<file path="src/rtl/ttt_turn_ctrl.sv">
// Turn sequencer for a tic-tac-toe board: arbitrates player/computer moves and
// issues board writes. Define TURN_TIMEOUT_EN to enable the per-turn timeout.
module ttt_turn_ctrl #(
    parameter int FIRST_SIDE     = 1,
    parameter int TIMEOUT_CYCLES = 16
) (
    input  logic       clk,
    input  logic       reset,
    input  logic       start,
    input  logic       plyr_req,
    input  logic [3:0] plyr_slot,
    input  logic       comp_req,
    input  logic [3:0] comp_slot,
    input  logic       game_over,
    output logic [1:0] turn,
    output logic       wr_en,
    output logic [3:0] wr_slot,
    output logic [1:0] wr_who,
    output logic       plyr_ack,
    output logic       comp_ack,
    output logic       invalid,
    output logic       timeout,
    output logic [3:0] move_cnt,
    output logic       done
);

    typedef enum logic [1:0] {IDLE, P_TURN, C_TURN, DONE} state_t;

    localparam state_t START_STATE = (FIRST_SIDE == 2) ? C_TURN : P_TURN;

    state_t     state_reg, state_next;
    logic [8:0] shadow_reg, shadow_next;
    logic [3:0] move_cnt_reg, move_cnt_next;
    logic [1:0] turn_reg, turn_next;
    logic       done_reg, done_next;
    logic       wr_en_reg, wr_en_next;
    logic [3:0] wr_slot_reg, wr_slot_next;
    logic [1:0] wr_who_reg, wr_who_next;
    logic       plyr_ack_reg, plyr_ack_next;
    logic       comp_ack_reg, comp_ack_next;
    logic       invalid_reg, invalid_next;

    logic       is_p;
    logic       in_turn;
    logic       act_req;
    logic [3:0] act_slot;
    logic [8:0] slot_mask;
    logic       accept;

    assign is_p     = (state_reg == P_TURN);
    assign in_turn  = (state_reg == P_TURN) || (state_reg == C_TURN);
    assign act_req  = is_p ? plyr_req : comp_req;
    assign act_slot = is_p ? plyr_slot : comp_slot;

    // One-hot of the requested slot; all-zero for out-of-range slots 9..15.
    generate
        for (genvar gi = 0; gi < 9; gi++) begin : g_mask
            assign slot_mask[gi] = (act_slot == 4'(gi));
        end
    endgenerate

    assign accept = act_req && (slot_mask != 9'd0) && ((shadow_reg & slot_mask) == 9'd0);

`ifdef TURN_TIMEOUT_EN
    localparam int TW = $clog2(TIMEOUT_CYCLES + 1);
    localparam logic [TW-1:0] TMR_LAST = TW'(TIMEOUT_CYCLES - 1);
    logic [TW-1:0] tmr_reg, tmr_next;
    logic          timeout_reg, timeout_next;
`endif

    always_comb begin
        state_next    = state_reg;
        shadow_next   = shadow_reg;
        move_cnt_next = move_cnt_reg;
        wr_en_next    = 1'b0;
        wr_slot_next  = 4'd0;
        wr_who_next   = 2'd0;
        plyr_ack_next = 1'b0;
        comp_ack_next = 1'b0;
        invalid_next  = 1'b0;
`ifdef TURN_TIMEOUT_EN
        tmr_next      = '0;
        timeout_next  = 1'b0;
`endif
        if (start) begin
            state_next    = START_STATE;
            shadow_next   = 9'd0;
            move_cnt_next = 4'd0;
        end else if (in_turn) begin
            if (game_over) begin
                state_next = DONE;
            end else if (accept) begin
                wr_en_next    = 1'b1;
                wr_slot_next  = act_slot;
                wr_who_next   = is_p ? 2'd1 : 2'd2;
                plyr_ack_next = is_p;
                comp_ack_next = !is_p;
                shadow_next   = shadow_reg | slot_mask;
                move_cnt_next = move_cnt_reg + 4'd1;
                state_next    = (move_cnt_reg == 4'd8) ? DONE : (is_p ? C_TURN : P_TURN);
            end else begin
                invalid_next = act_req;
`ifdef TURN_TIMEOUT_EN
                // Expired turn passes to the other side without a board write.
                if (tmr_reg == TMR_LAST) begin
                    timeout_next = 1'b1;
                    state_next   = is_p ? C_TURN : P_TURN;
                end else begin
                    tmr_next = tmr_reg + 1'b1;
                end
`endif
            end
        end
        turn_next = (state_next == P_TURN) ? 2'd1 : (state_next == C_TURN) ? 2'd2 : 2'd0;
        done_next = (state_next == DONE);
    end

    always_ff @(posedge clk or posedge reset) begin
        if (reset) begin
            state_reg    <= IDLE;
            shadow_reg   <= 9'd0;
            move_cnt_reg <= 4'd0;
            turn_reg     <= 2'd0;
            done_reg     <= 1'b0;
            wr_en_reg    <= 1'b0;
            wr_slot_reg  <= 4'd0;
            wr_who_reg   <= 2'd0;
            plyr_ack_reg <= 1'b0;
            comp_ack_reg <= 1'b0;
            invalid_reg  <= 1'b0;
        end else begin
            state_reg    <= state_next;
            shadow_reg   <= shadow_next;
            move_cnt_reg <= move_cnt_next;
            turn_reg     <= turn_next;
            done_reg     <= done_next;
            wr_en_reg    <= wr_en_next;
            wr_slot_reg  <= wr_slot_next;
            wr_who_reg   <= wr_who_next;
            plyr_ack_reg <= plyr_ack_next;
            comp_ack_reg <= comp_ack_next;
            invalid_reg  <= invalid_next;
        end
    end

`ifdef TURN_TIMEOUT_EN
    always_ff @(posedge clk or posedge reset) begin
        if (reset) begin
            tmr_reg     <= '0;
            timeout_reg <= 1'b0;
        end else begin
            tmr_reg     <= tmr_next;
            timeout_reg <= timeout_next;
        end
    end
    assign timeout = timeout_reg;
`else
    assign timeout = 1'b0;
`endif

    assign turn     = turn_reg;
    assign done     = done_reg;
    assign move_cnt = move_cnt_reg;
    assign wr_en    = wr_en_reg;
    assign wr_slot  = wr_slot_reg;
    assign wr_who   = wr_who_reg;
    assign plyr_ack = plyr_ack_reg;
    assign comp_ack = comp_ack_reg;
    assign invalid  = invalid_reg;

endmodule

</file>
<file path="config.mk">
export PLATFORM = sky130hd
export DESIGN_NAME = ttt_turn_ctrl
export DESIGN_NICKNAME = d
export VERILOG_FILES = /design/src/rtl/ttt_turn_ctrl.sv
export SDC_FILE = /design/constraint.sdc
export NUM_CORES = 1
export LEC_CHECK = 0
export CAP_MARGIN = 20
export CORE_MARGIN = 4
export CORE_UTILIZATION = 40
export DETAILED_ROUTE_END_ITERATION = 10
export DONT_BUFFER_PORTS = 1
export GPL_TIMING_DRIVEN = 0
export HOLD_SLACK_MARGIN = 0.15
export PLACE_DENSITY = 0.62
export REMOVE_ABC_BUFFERS = 1
export SYNTH_ARGS = -nofsm -noshare
export SYNTH_HDL_FRONTEND = slang
export SYNTH_SLANG_ARGS = --single-unit
</file>
<file path="constraint.sdc">
create_clock -name clk -period 3 [get_ports clk]
set_clock_uncertainty 0.05 [all_clocks]
set_input_delay 0.15 -clock clk [delete_from_list [all_inputs] [get_ports clk]]
set_output_delay 0.15 -clock clk [all_outputs]
set_load 0.03 [all_outputs]
</file>
==> flow_summary.toml, run 1 <==
[clock_network]
clk_pin_slew_ns = 0.13
cts_htree_levels = 1
clkSinkCount = 26
cts_tree = "yes"
cts_made_buffers = 3
clk_latency_ns = 0.32
clock_path_buffers = 2
cts-root-buf = "clkbuf_4"

[die]
die-area_um2 = 4479
die-width_um = 66.93
io_pins = 32
num_rows = 21
die_h_um = 66.93
initial_core_util_pct = 41.62
core_area_um2 = 3337

[min_path]
hold_path.class = "in -> reg"
min_delay_path_depth = 3
hold_path_end = "shadow_reg[1]$_DFFE_PP0P_"
hp-start = "comp_slot[1]"

[worst_setup_path]
crit_type = "reg -> reg"
setup.worst_path.end_class = "register"
reg2reg_from = "state_reg[1]$_DFF_PP0_"
arrival_ns = 2.97
r2r_slack_ns = 0.20
cp_max_fo = 12
cp_num_buf_inv = 1
cp_slowest_cell = "dfrtp_1"
crit_path_start_kind = "register"
r2r-end = "move_cnt[3]$_DFFE_PP0P_"
cpLargestDelayFamily = "simple AND/OR/NAND/NOR gates"
crit_chain = "inv_1, ha_4, nor3b_1, or2_1, a22o_1, a221oi_2, and3_4, and4_4, mux2_4"
critical_path_required_ns = 3.17
slowest_delay_ns = 0.45
worstRegToRegCells = 9

[detailed_routing]
drcViolationCount = 0
first_pass_iters = 4
wl_per_cell_um = 15.43
drt-initial-drc-count = 74
vias = 1121
wl_um = 3070
viasPerCell = 5.633
final_antenna_net_count = 0

[finish]
nFillCells = 330
fin_nets = 172
syn_to_final_growth_pct = 16.94
largest_reg_flops = 9
drive_gt1_share_pct = 11.11
antenna_cells = 0
fin_cells = 199

[place]
hpwl_um = 1998
io_buffers = 0
dpl_worst_slack_ns = -0.7335
place_congestion = 0.8405
dp_cells = 177

[synthesis]
ys_ff_latch = 26
async_flop_share_pct = 100.0
syn_area_um2 = 1389
synthFlopType = "dfrtp_1"
yosysWarnings = 0
yosysSeqAreaShare_pct = 46.85
synth_edf_count = 0
netlist_instances = 141
synth.avg_cell_area_um2 = 9.850
synth_cell_types = 45

[timing]
rsz0062_at_grt = "no"
slew_headroom_pct = 49.41
worst_pin_slew_ns = 0.7563
clock.fmax_mhz = 356.6
finalSetupTns_ns = 0
timing.final.max_slew_violations = 0
finalCriticalPeriod_ns = 2.804
hold_viol = 0
fin_ws_ns = 0.1957
setup_viol = 0
fin_crit_sh_pct = 93.48

[global_route]
grt_usage_pct = 15.39
grt_pass1_vias = 1160
grt_max_degree = 27
antenna_found_initial = 0
grt_overflow = 0
grt_pass1_wl_um = 5306

[power_and_ir_drop]
ir_worst_vdd_mv = 0.3198
p_sw_uw = 261.5
p_leak_nw = 0.7299
seq_power_share_pct = 53.6
internal_power_uw = 511.1
power_density_nw_per_um2 = 475.7
switching_share_pct = 33.85
p_clk_share_pct = 18.8
combinationalPowerShare_pct = 27.5

[job]
maxCapViolCount = 0

[run_status]
status = "completed"
-- final cells by class --
class | instances | area (µm²) | area share, %
repair buffers | 19 | 200.2 | 12.33
well taps | 46 | 57.56 | 3.544
inverters | 12 | 45.04 | 2.773
multi-input cells | 93 | 648.1 | 39.91
clock buffers | 3 | 22.52 | 1.387
flip-flops and latches | 26 | 650.6 | 40.06
-- worst max-delay path by stage --
stage / depth (start not counted) / slack (ns) / startpoint / endpoint
after CTS: 9 / 0.14 / state_reg[1]$_DFF_PP0_ / move_cnt[3]$_DFFE_PP0P_
after global placement: 9 / -0.65 / state_reg[1]$_DFF_PP0_ / move_cnt[3]$_DFFE_PP0P_
final: 9 / 0.20 / state_reg[1]$_DFF_PP0_ / move_cnt[3]$_DFFE_PP0P_
after detailed placement: 9 / -0.73 / state_reg[1]$_DFF_PP0_ / move_cnt[3]$_DFFE_PP0P_
after global routing: 10 / 0.05 / state_reg[1]$_DFF_PP0_ / wr_slot[2]$_DFF_PP0_
after floorplan: 9 / -0.19 / state_reg[1]$_DFF_PP0_ / move_cnt[3]$_DFFE_PP0P_
-- synthesized netlist by cell type (all sizes together), types with 2 or more instances --
| cell | n | area share [%] |
|---|---|---|
| nand2 | 4 | 1.1 |
| mux2 | 2 | 1.9 |
| nand2b | 3 | 1.4 |
| ha | 3 | 2.7 |
| a31oi | 9 | 4.1 |
| nand3 | 4 | 1.4 |
| or3b | 2 | 1.3 |
| a221oi | 3 | 2.3 |
| a21oi | 5 | 2.1 |
| clkbuf | 3 | 0.81 |
| nand3b | 3 | 1.6 |
| inv | 12 | 3.2 |
| mux2i | 6 | 4.3 |
| o21ai | 2 | 0.72 |
| buf | 7 | 4.1 |
| dfrtp | 26 | 47 |
| o31ai | 4 | 2.2 |
| a22o | 3 | 1.9 |
| nor2 | 21 | 5.7 |
-- power groups by stage --
stage / registers, mW / logic, mW / clock network, mW
2_1_floorplan: 0.417 / 0.126 / 0
3_3_place_gp: 0.420 / 0.152 / 0
3_5_place_dp: 0.421 / 0.157 / 0
4_1_cts: 0.415 / 0.199 / 0.147
5_1_grt: 0.417 / 0.241 / 0.167
6_report: 0.414 / 0.213 / 0.146
-- worst min-delay path, delay by kind of cell --
family	cells	cell delay [ns]
AOI/OAI and AO/OA	2	0.30
and+or+nand+nor	1	0.05
-- routing by layer --
metal	part of all wire [%]	up-vias	wire length (µm)	global-route usage, %
li1	-	523	-	-
met1	43	562	1317	19.85
met2	51	34	1551	25.37
met3	6.1	2	186	5.059
met4	0.46	0	14	2.532
met5	0	-	0	0
-- stage by stage --
step	instance area (µm²)	hold WS, ns	power [mW]	utilization, %
2_1_floorplan	1320	0.1400	0.5430	-
3_3_place_gp	1378	0.1671	0.5724	41.28
3_5_place_dp	1378	0.1693	0.5784	41.28
4_1_cts	1573	0.1614	0.7604	47.13
5_1_grt	1624	0.2021	0.8250	48.67
6_report	1624	0.1612	0.7726	48.67
-- logic make-up after synthesis --
kind of cell	share of synthesized area, %
muxes	6.216
buffers and inverters	8.198
other	0.2700
adders and majority gates	2.703
xor gates and xnor gates	0.6307
and+or+nand+nor	16.76
AOI/OAI and AO/OA	18.38
DFF	46.85
-- placed cells by master (no fill, tap or decap), drive strengths merged --
cell type | synthesis | routed
xnor2 | 1 | 1
dfrtp | 26 | 26
a211o | 1 | 1
nand4b | 1 | 1
o31ai | 4 | 4
a21oi | 5 | 5
buf | 7 | 4
inv | 12 | 12
ha | 3 | 3
nor2b | 1 | 1
and4 | 1 | 1
o21ai | 2 | 2
or2 | 1 | 1
a21boi | 1 | 1
a221oi | 3 | 3
nand2b | 3 | 3
nor3b | 1 | 1
mux2 | 2 | 2
o21a | 1 | 1
a21o | 1 | 1
clkbuf | 3 | 3
o22ai | 1 | 1
a2111oi | 1 | 1
or3b | 2 | 2
a31o | 1 | 1
nand3 | 4 | 4
o211ai | 1 | 1
nor2 | 21 | 21
a211oi | 1 | 1
a22o | 3 | 3
nor4b | 1 | 1
and3 | 1 | 1
mux2i | 6 | 6
a31oi | 9 | 9
nand3b | 3 | 3
dlygate4sd3 | 0 | 15
nand2 | 4 | 4
nor3 | 1 | 1
conb | 1 | 1
-- what timing repair did --
item | in CTS | in global routing
cloned | 0 | 0
endpoints found under the hold margin | 52 | 4
endpoints found under the setup margin | 25 | 11
pin swaps | 1 | 0
hold buffers | 14 | 1
resized for setup | 4 | 2
setup buffers | 2 | 1
Note: power is estimated with default switching activity, not from simulation.
==> run 2, diff against run 1 <==
--- a/config.mk
+++ b/config.mk
@@ -10,7 +10,6 @@
 export CORE_UTILIZATION = 40
 export DETAILED_ROUTE_END_ITERATION = 10
 export DONT_BUFFER_PORTS = 1
-export GPL_TIMING_DRIVEN = 0
 export HOLD_SLACK_MARGIN = 0.15
 export PLACE_DENSITY = 0.62
 export REMOVE_ABC_BUFFERS = 1
==> flow_summary.toml, run 2 (synthesis gave the netlist of run 1 again) <==
[timing]
slew_headroom_pct = 48.83
timing.final.max_slew_violations = 0
fin_crit_sh_pct = 90.57
fin_ws_ns = 0.2829
hold_viol = 0
worst_pin_slew_ns = 0.7650
rsz0062_at_grt = "no"
finalCriticalPeriod_ns = 2.717
timing.hold.ws_ns = 0.1661
setup_viol = 0
clock.fmax_mhz = 368.0

[detailed_routing]
final_antenna_net_count = 0
wl_per_cell_um = 14.87
drt-initial-drc-count = 157
viasPerCell = 5.315
first_pass_iters = 4
drcViolationCount = 0
wl_um = 3019
vias = 1079

[place]
dpl_worst_slack_ns = 0.1522
place_congestion = 0.8657
dp_cells = 183
hpwl_um = 2077
io_buffers = 0

[worst_setup_path]
setup.worst_path.end_class = "register"
crit_path_start_kind = "register"
arrival_ns = 2.91
cp_max_fo = 14
crit_type = "reg -> reg"
critical_path_required_ns = 3.19

[clock_network]
clk_pin_slew_ns = 0.15
cts_made_buffers = 3
clk_latency_ns = 0.33
cts_tree = "yes"
clock_path_buffers = 2
clkSinkCount = 26
cts-root-buf = "clkbuf_4"
cts_htree_levels = 1
post_cts_buffers = 0

[power_and_ir_drop]
seq_power_share_pct = 47.4
combinationalPowerShare_pct = 24.6
internal_power_uw = 603.0
p_clk_share_pct = 28.0
p_sw_uw = 268.9
p_leak_nw = 0.7566
switching_share_pct = 30.84
ir_worst_vdd_mv = 0.2096
power_density_nw_per_um2 = 526.7

[global_route]
grt_max_degree = 27
grt_usage_pct = 14.86
grt_pass1_wl_um = 5050
grt_pass1_vias = 1062
grt_overflow = 0
antenna_found_initial = 0

[finish]
drive_gt1_share_pct = 12.10
largest_reg_flops = 9
multi_input_area_um2 = 626.9
fin_nets = 175
final_common_cell = "dfrtp_1"
final_cell_mix = "dfrtp_1 (26), nor2_1 (21), dlygate4sd3_1 (15), inv_1 (12), a31oi_1 (9)"
fin_cells = 203
register_area_um2 = 650.6
nFillCells = 303
antenna_cells = 0
syn_to_final_growth_pct = 19.19

[min_path]
hold_path.class = "in -> async"

[die]
core_area_um2 = 3337
die-area_um2 = 4479
die-width_um = 66.93
die_h_um = 66.93
io_pins = 32
initial_core_util_pct = 41.62
num_rows = 21

[job]
maxCapViolCount = 0

[run_status]
status = "completed"
## run 2: changes by cell type in the layout (fill, tap and decap cells not counted), sizes merged
cell / delta
buf: +3
bufinv: +1
## run 2: worst max-delay path, stage by stage, from the launching register on
cell,delay [ns]
dfrtp_1,0.45
inv_1,0.09
ha_2,0.33
buf_4,0.19
mux2i_1,0.29
a211o_1,0.15
a21oi_2,0.07
a221oi_2,0.24
and3_1,0.25
and4_4,0.24
mux2_4,0.29
## run 2: routing by layer
metal  share of wire, %  global-route usage (%)  vias to the layer above
met5                  0                       0                        -
met4                2.3                   7.089                        0
met3                6.3                   3.035                        6
met2                 47                   23.02                       36
met1                 44                   19.60                      510
li1                   -                       -                      527
## run 2: final timing paths
kind / startpoint / end / slack, ns / depth (start not counted)
min reg2reg: shadow_reg[8]$_DFFE_PP0P_ / shadow_reg[8]$_DFFE_PP0P_ / 0.47 / 2
min in group clk: plyr_slot[1] / shadow_reg[7]$_DFFE_PP0P_ / 0.20 / 4
max reg2reg: state_reg[1]$_DFF_PP0_ / move_cnt[3]$_DFFE_PP0P_ / 0.28 / 10
min: reset / wr_who[0]$_DFF_PP0_ / 0.17 / 2
max: state_reg[1]$_DFF_PP0_ / move_cnt[3]$_DFFE_PP0P_ / 0.28 / 10
max in group asynchronous: reset / shadow_reg[5]$_DFFE_PP0P_ / 2.29 / 3
## run 2: power by group through the flow
stage | sequential [mW] | combinational [mW] | clock [mW]
detailed placement | 0.420 | 0.176 | 0
global placement | 0.420 | 0.174 | 0
finish | 0.413 | 0.215 | 0.244
floorplan | 0.417 | 0.126 | 0
CTS | 0.413 | 0.207 | 0.250
global route | 0.416 | 0.237 | 0.263
## run 2: final cells by class
type | instances | share of cell area [%]
well taps | 46 | 3.477
repair buffers | 22 | 13.45
multi-input cells | 93 | 37.87
flip-flops and latches | 26 | 39.30
clock inverters | 1 | 1.814
inverters | 12 | 2.721
clock buffers | 3 | 1.361
## run 2: timing repair
action / in CTS / in global routing
hold buffers: 15 / 0
endpoints found under the hold margin: 52 / 0
endpoints found under the setup margin: 0 / 18
resized for setup: 0 / 1
## run 2: per-stage QoR
step | utilization (%) | total power [mW] | instance area (µm²) | setup TNS [ns]
2_1_floorplan | - | 0.5430 | 1320 | -0.1918
3_3_place_gp | 42.63 | 0.5936 | 1423 | 0
3_5_place_dp | 42.63 | 0.5968 | 1423 | 0
4_1_cts | 48.71 | 0.8708 | 1625 | 0
5_1_grt | 49.61 | 0.9166 | 1655 | 0
6_report | 49.61 | 0.8718 | 1655 | 0
==> run 3, diff against run 2 <==
==> constraint.sdc (replaced) <==
create_clock -name clk -period 3.2 [get_ports clk]
set_clock_uncertainty 0.05 [all_clocks]
set_input_delay 0.16 -clock clk [delete_from_list [all_inputs] [get_ports clk]]
set_output_delay 0.16 -clock clk [all_outputs]
set_load 0.03 [all_outputs]
==> flow_summary.toml, run 3 (synthesis gave the netlist of run 1 again) <==
[run_status]
status = "completed"

[clock_network]
cts_tree = "yes"
ctsResizeCount = 0
cts-root-buf = "clkbuf_4"
cts_htree_levels = 1
clk_pin_slew_ns = 0.14
clkSinkCount = 26
clk_latency_ns = 0.32
clock_path_buffers = 2
cts_made_buffers = 3

[finish]
register_area_um2 = 650.6
syn_to_final_growth_pct = 16.04
drive_gt1_share_pct = 10.39
nFillCells = 322
fin_nets = 172
final_common_cell = "dfrtp_1"
multi_input_area_um2 = 624.3
antenna_cells = 0
design_area_um2 = 1612
largest_reg_flops = 9
final_cell_mix = "dfrtp_1 (26), nor2_1 (21), dlygate4sd3_1 (14), inv_1 (12), a31oi_1 (9)"

[worst_setup_path]
slowest_delay_ns = 0.44
worstRegToRegCells = 9
cp_max_fo = 12
crit_path_start_kind = "register"
r2r_slack_ns = 0.32
arrival_ns = 3.06
reg2reg_from = "state_reg[1]$_DFF_PP0_"
r2r-end = "move_cnt[3]$_DFFE_PP0P_"
setup.worst_path.end_class = "register"
cp_slowest_cell = "dfrtp_1"
crit_chain = "inv_1, ha_1, nor3_1, or2_0, a22o_1, a221oi_2, and3_1, and4_4, mux2_4"
critical_path_required_ns = 3.38
crit_type = "reg -> reg"

[detailed_routing]
final_antenna_net_count = 0
wl_um = 3057
vias = 1082
first_pass_iters = 4
viasPerCell = 5.410
drcViolationCount = 0
wl_per_cell_um = 15.29
drt-initial-drc-count = 95

[min_path]
min_delay_path_depth = 3
hold_path.class = "in -> reg"
hold_path_end = "shadow_reg[1]$_DFFE_PP0P_"
hp-start = "plyr_slot[1]"

[timing]
rsz0062_at_grt = "no"
finalSetupTns_ns = 0
setup_viol = 0
slew_headroom_pct = 47.26
timing.final.max_slew_violations = 0
worst_pin_slew_ns = 0.7886
hold_viol = 0
fin_crit_sh_pct = 90.15
finalCriticalPeriod_ns = 2.885
clock.fmax_mhz = 346.6

[power_and_ir_drop]
power_density_nw_per_um2 = 460.1
p_leak_nw = 0.7347
ir_worst_vdd_mv = 0.2716

[place]
hpwl_um = 2138
io_buffers = 0
post_dp_cell_area_um2 = 1408
place_congestion = 0.8656

[global_route]
grt_pass1_vias = 1099
grt_pass1_wl_um = 5092
grt_overflow = 0
grt_usage_pct = 14.98
grt_max_degree = 27
antenna_found_initial = 0

[die]
die-width_um = 66.93
core_area_um2 = 3337
initial_core_util_pct = 41.62
io_pins = 32
die-area_um2 = 4479
num_rows = 21
die_h_um = 66.93

[job]
maxCapViolCount = 0
-- run 3: cell count changes in the layout (fill, tap and decap cells not counted) --
cell | previous run | this run
bufinv_16 | 1 | 0
buf_4 | 6 | 4
clkbuf_8 | 0 | 1
dlygate4sd3_1 | 15 | 14
ha_1 | 2 | 3
ha_2 | 1 | 0
-- run 3: metrics by stage --
stage               setup slack, ns  power [mW]  hold slack [ns]  instances  utilization, %
detailed placement           0.3417      0.5537           0.1806        181           42.18
CTS                          0.3171      0.7437           0.1683        199           47.47
finish                       0.3152      0.7414           0.1856        200           48.29
global placement             0.4119      0.5501           0.1776        181           42.18
floorplan                  0.008189      0.5091           0.1500        131               -
global route                 0.1395      0.7846           0.1805        200           48.29
-- run 3: what timing repair did --
| action | CTS | global route |
|---|---|---|
| buffers inserted | 0 | 0 |
| hold buffers | 14 | 0 |
| hold endpoints to repair | 52 | 0 |
-- run 3: worst max-delay path by stage --
stage | endpoint | from | slack [ns]
2_1_floorplan | move_cnt[3]$_DFFE_PP0P_ | state_reg[1]$_DFF_PP0_ | 0.008
3_3_place_gp | move_cnt[3]$_DFFE_PP0P_ | state_reg[1]$_DFF_PP0_ | 0.41
3_5_place_dp | move_cnt[3]$_DFFE_PP0P_ | state_reg[1]$_DFF_PP0_ | 0.34
4_1_cts | move_cnt[3]$_DFFE_PP0P_ | state_reg[1]$_DFF_PP0_ | 0.32
5_1_grt | move_cnt[1]$_DFFE_PP0P_ | state_reg[1]$_DFF_PP0_ | 0.14
6_report | move_cnt[3]$_DFFE_PP0P_ | state_reg[1]$_DFF_PP0_ | 0.32
-- run 3: worst max-delay path: cells and delay by family, from the launching register on --
family / cells / cell delay (ns)
AND/OR/NAND/NOR: 4 / 0.95
flip-flops: 1 / 0.44
AO/OA/AOI/OAI: 2 / 0.58
buffers and inverters: 1 / 0.09
adder cells (fa/ha/maj): 1 / 0.39
multiplexers: 1 / 0.30
-- run 3: layer usage --
metal  track usage (%)  up-vias  share of wire (%)
li1                  -      526                  -
met1             18.95      505                 43
met2             23.39       40                 47
met3             4.384       11                6.6
met4             6.835        0                2.7
met5                 0        -                  0
-- run 3: power breakdown --
part | internal, mW | leakage [nW] | switching [mW] | total (mW)
Clock | 0.0697 | 0.0210 | 0.0958 | 0.166
Sequential | 0.346 | 0.351 | 0.0416 | 0.387
Combinational | 0.0813 | 0.363 | 0.107 | 0.189
Total | 0.497 | 0.735 | 0.245 | 0.741
-- run 3: final cells by class --
cell class | count | area share (%)
Timing Repair Buffer | 19 | 12.27
Inverter | 12 | 2.795
Sequential cell | 26 | 40.37
Multi-Input combinational cell | 93 | 38.74
Clock buffer | 4 | 2.252
Tap cell | 46 | 3.571
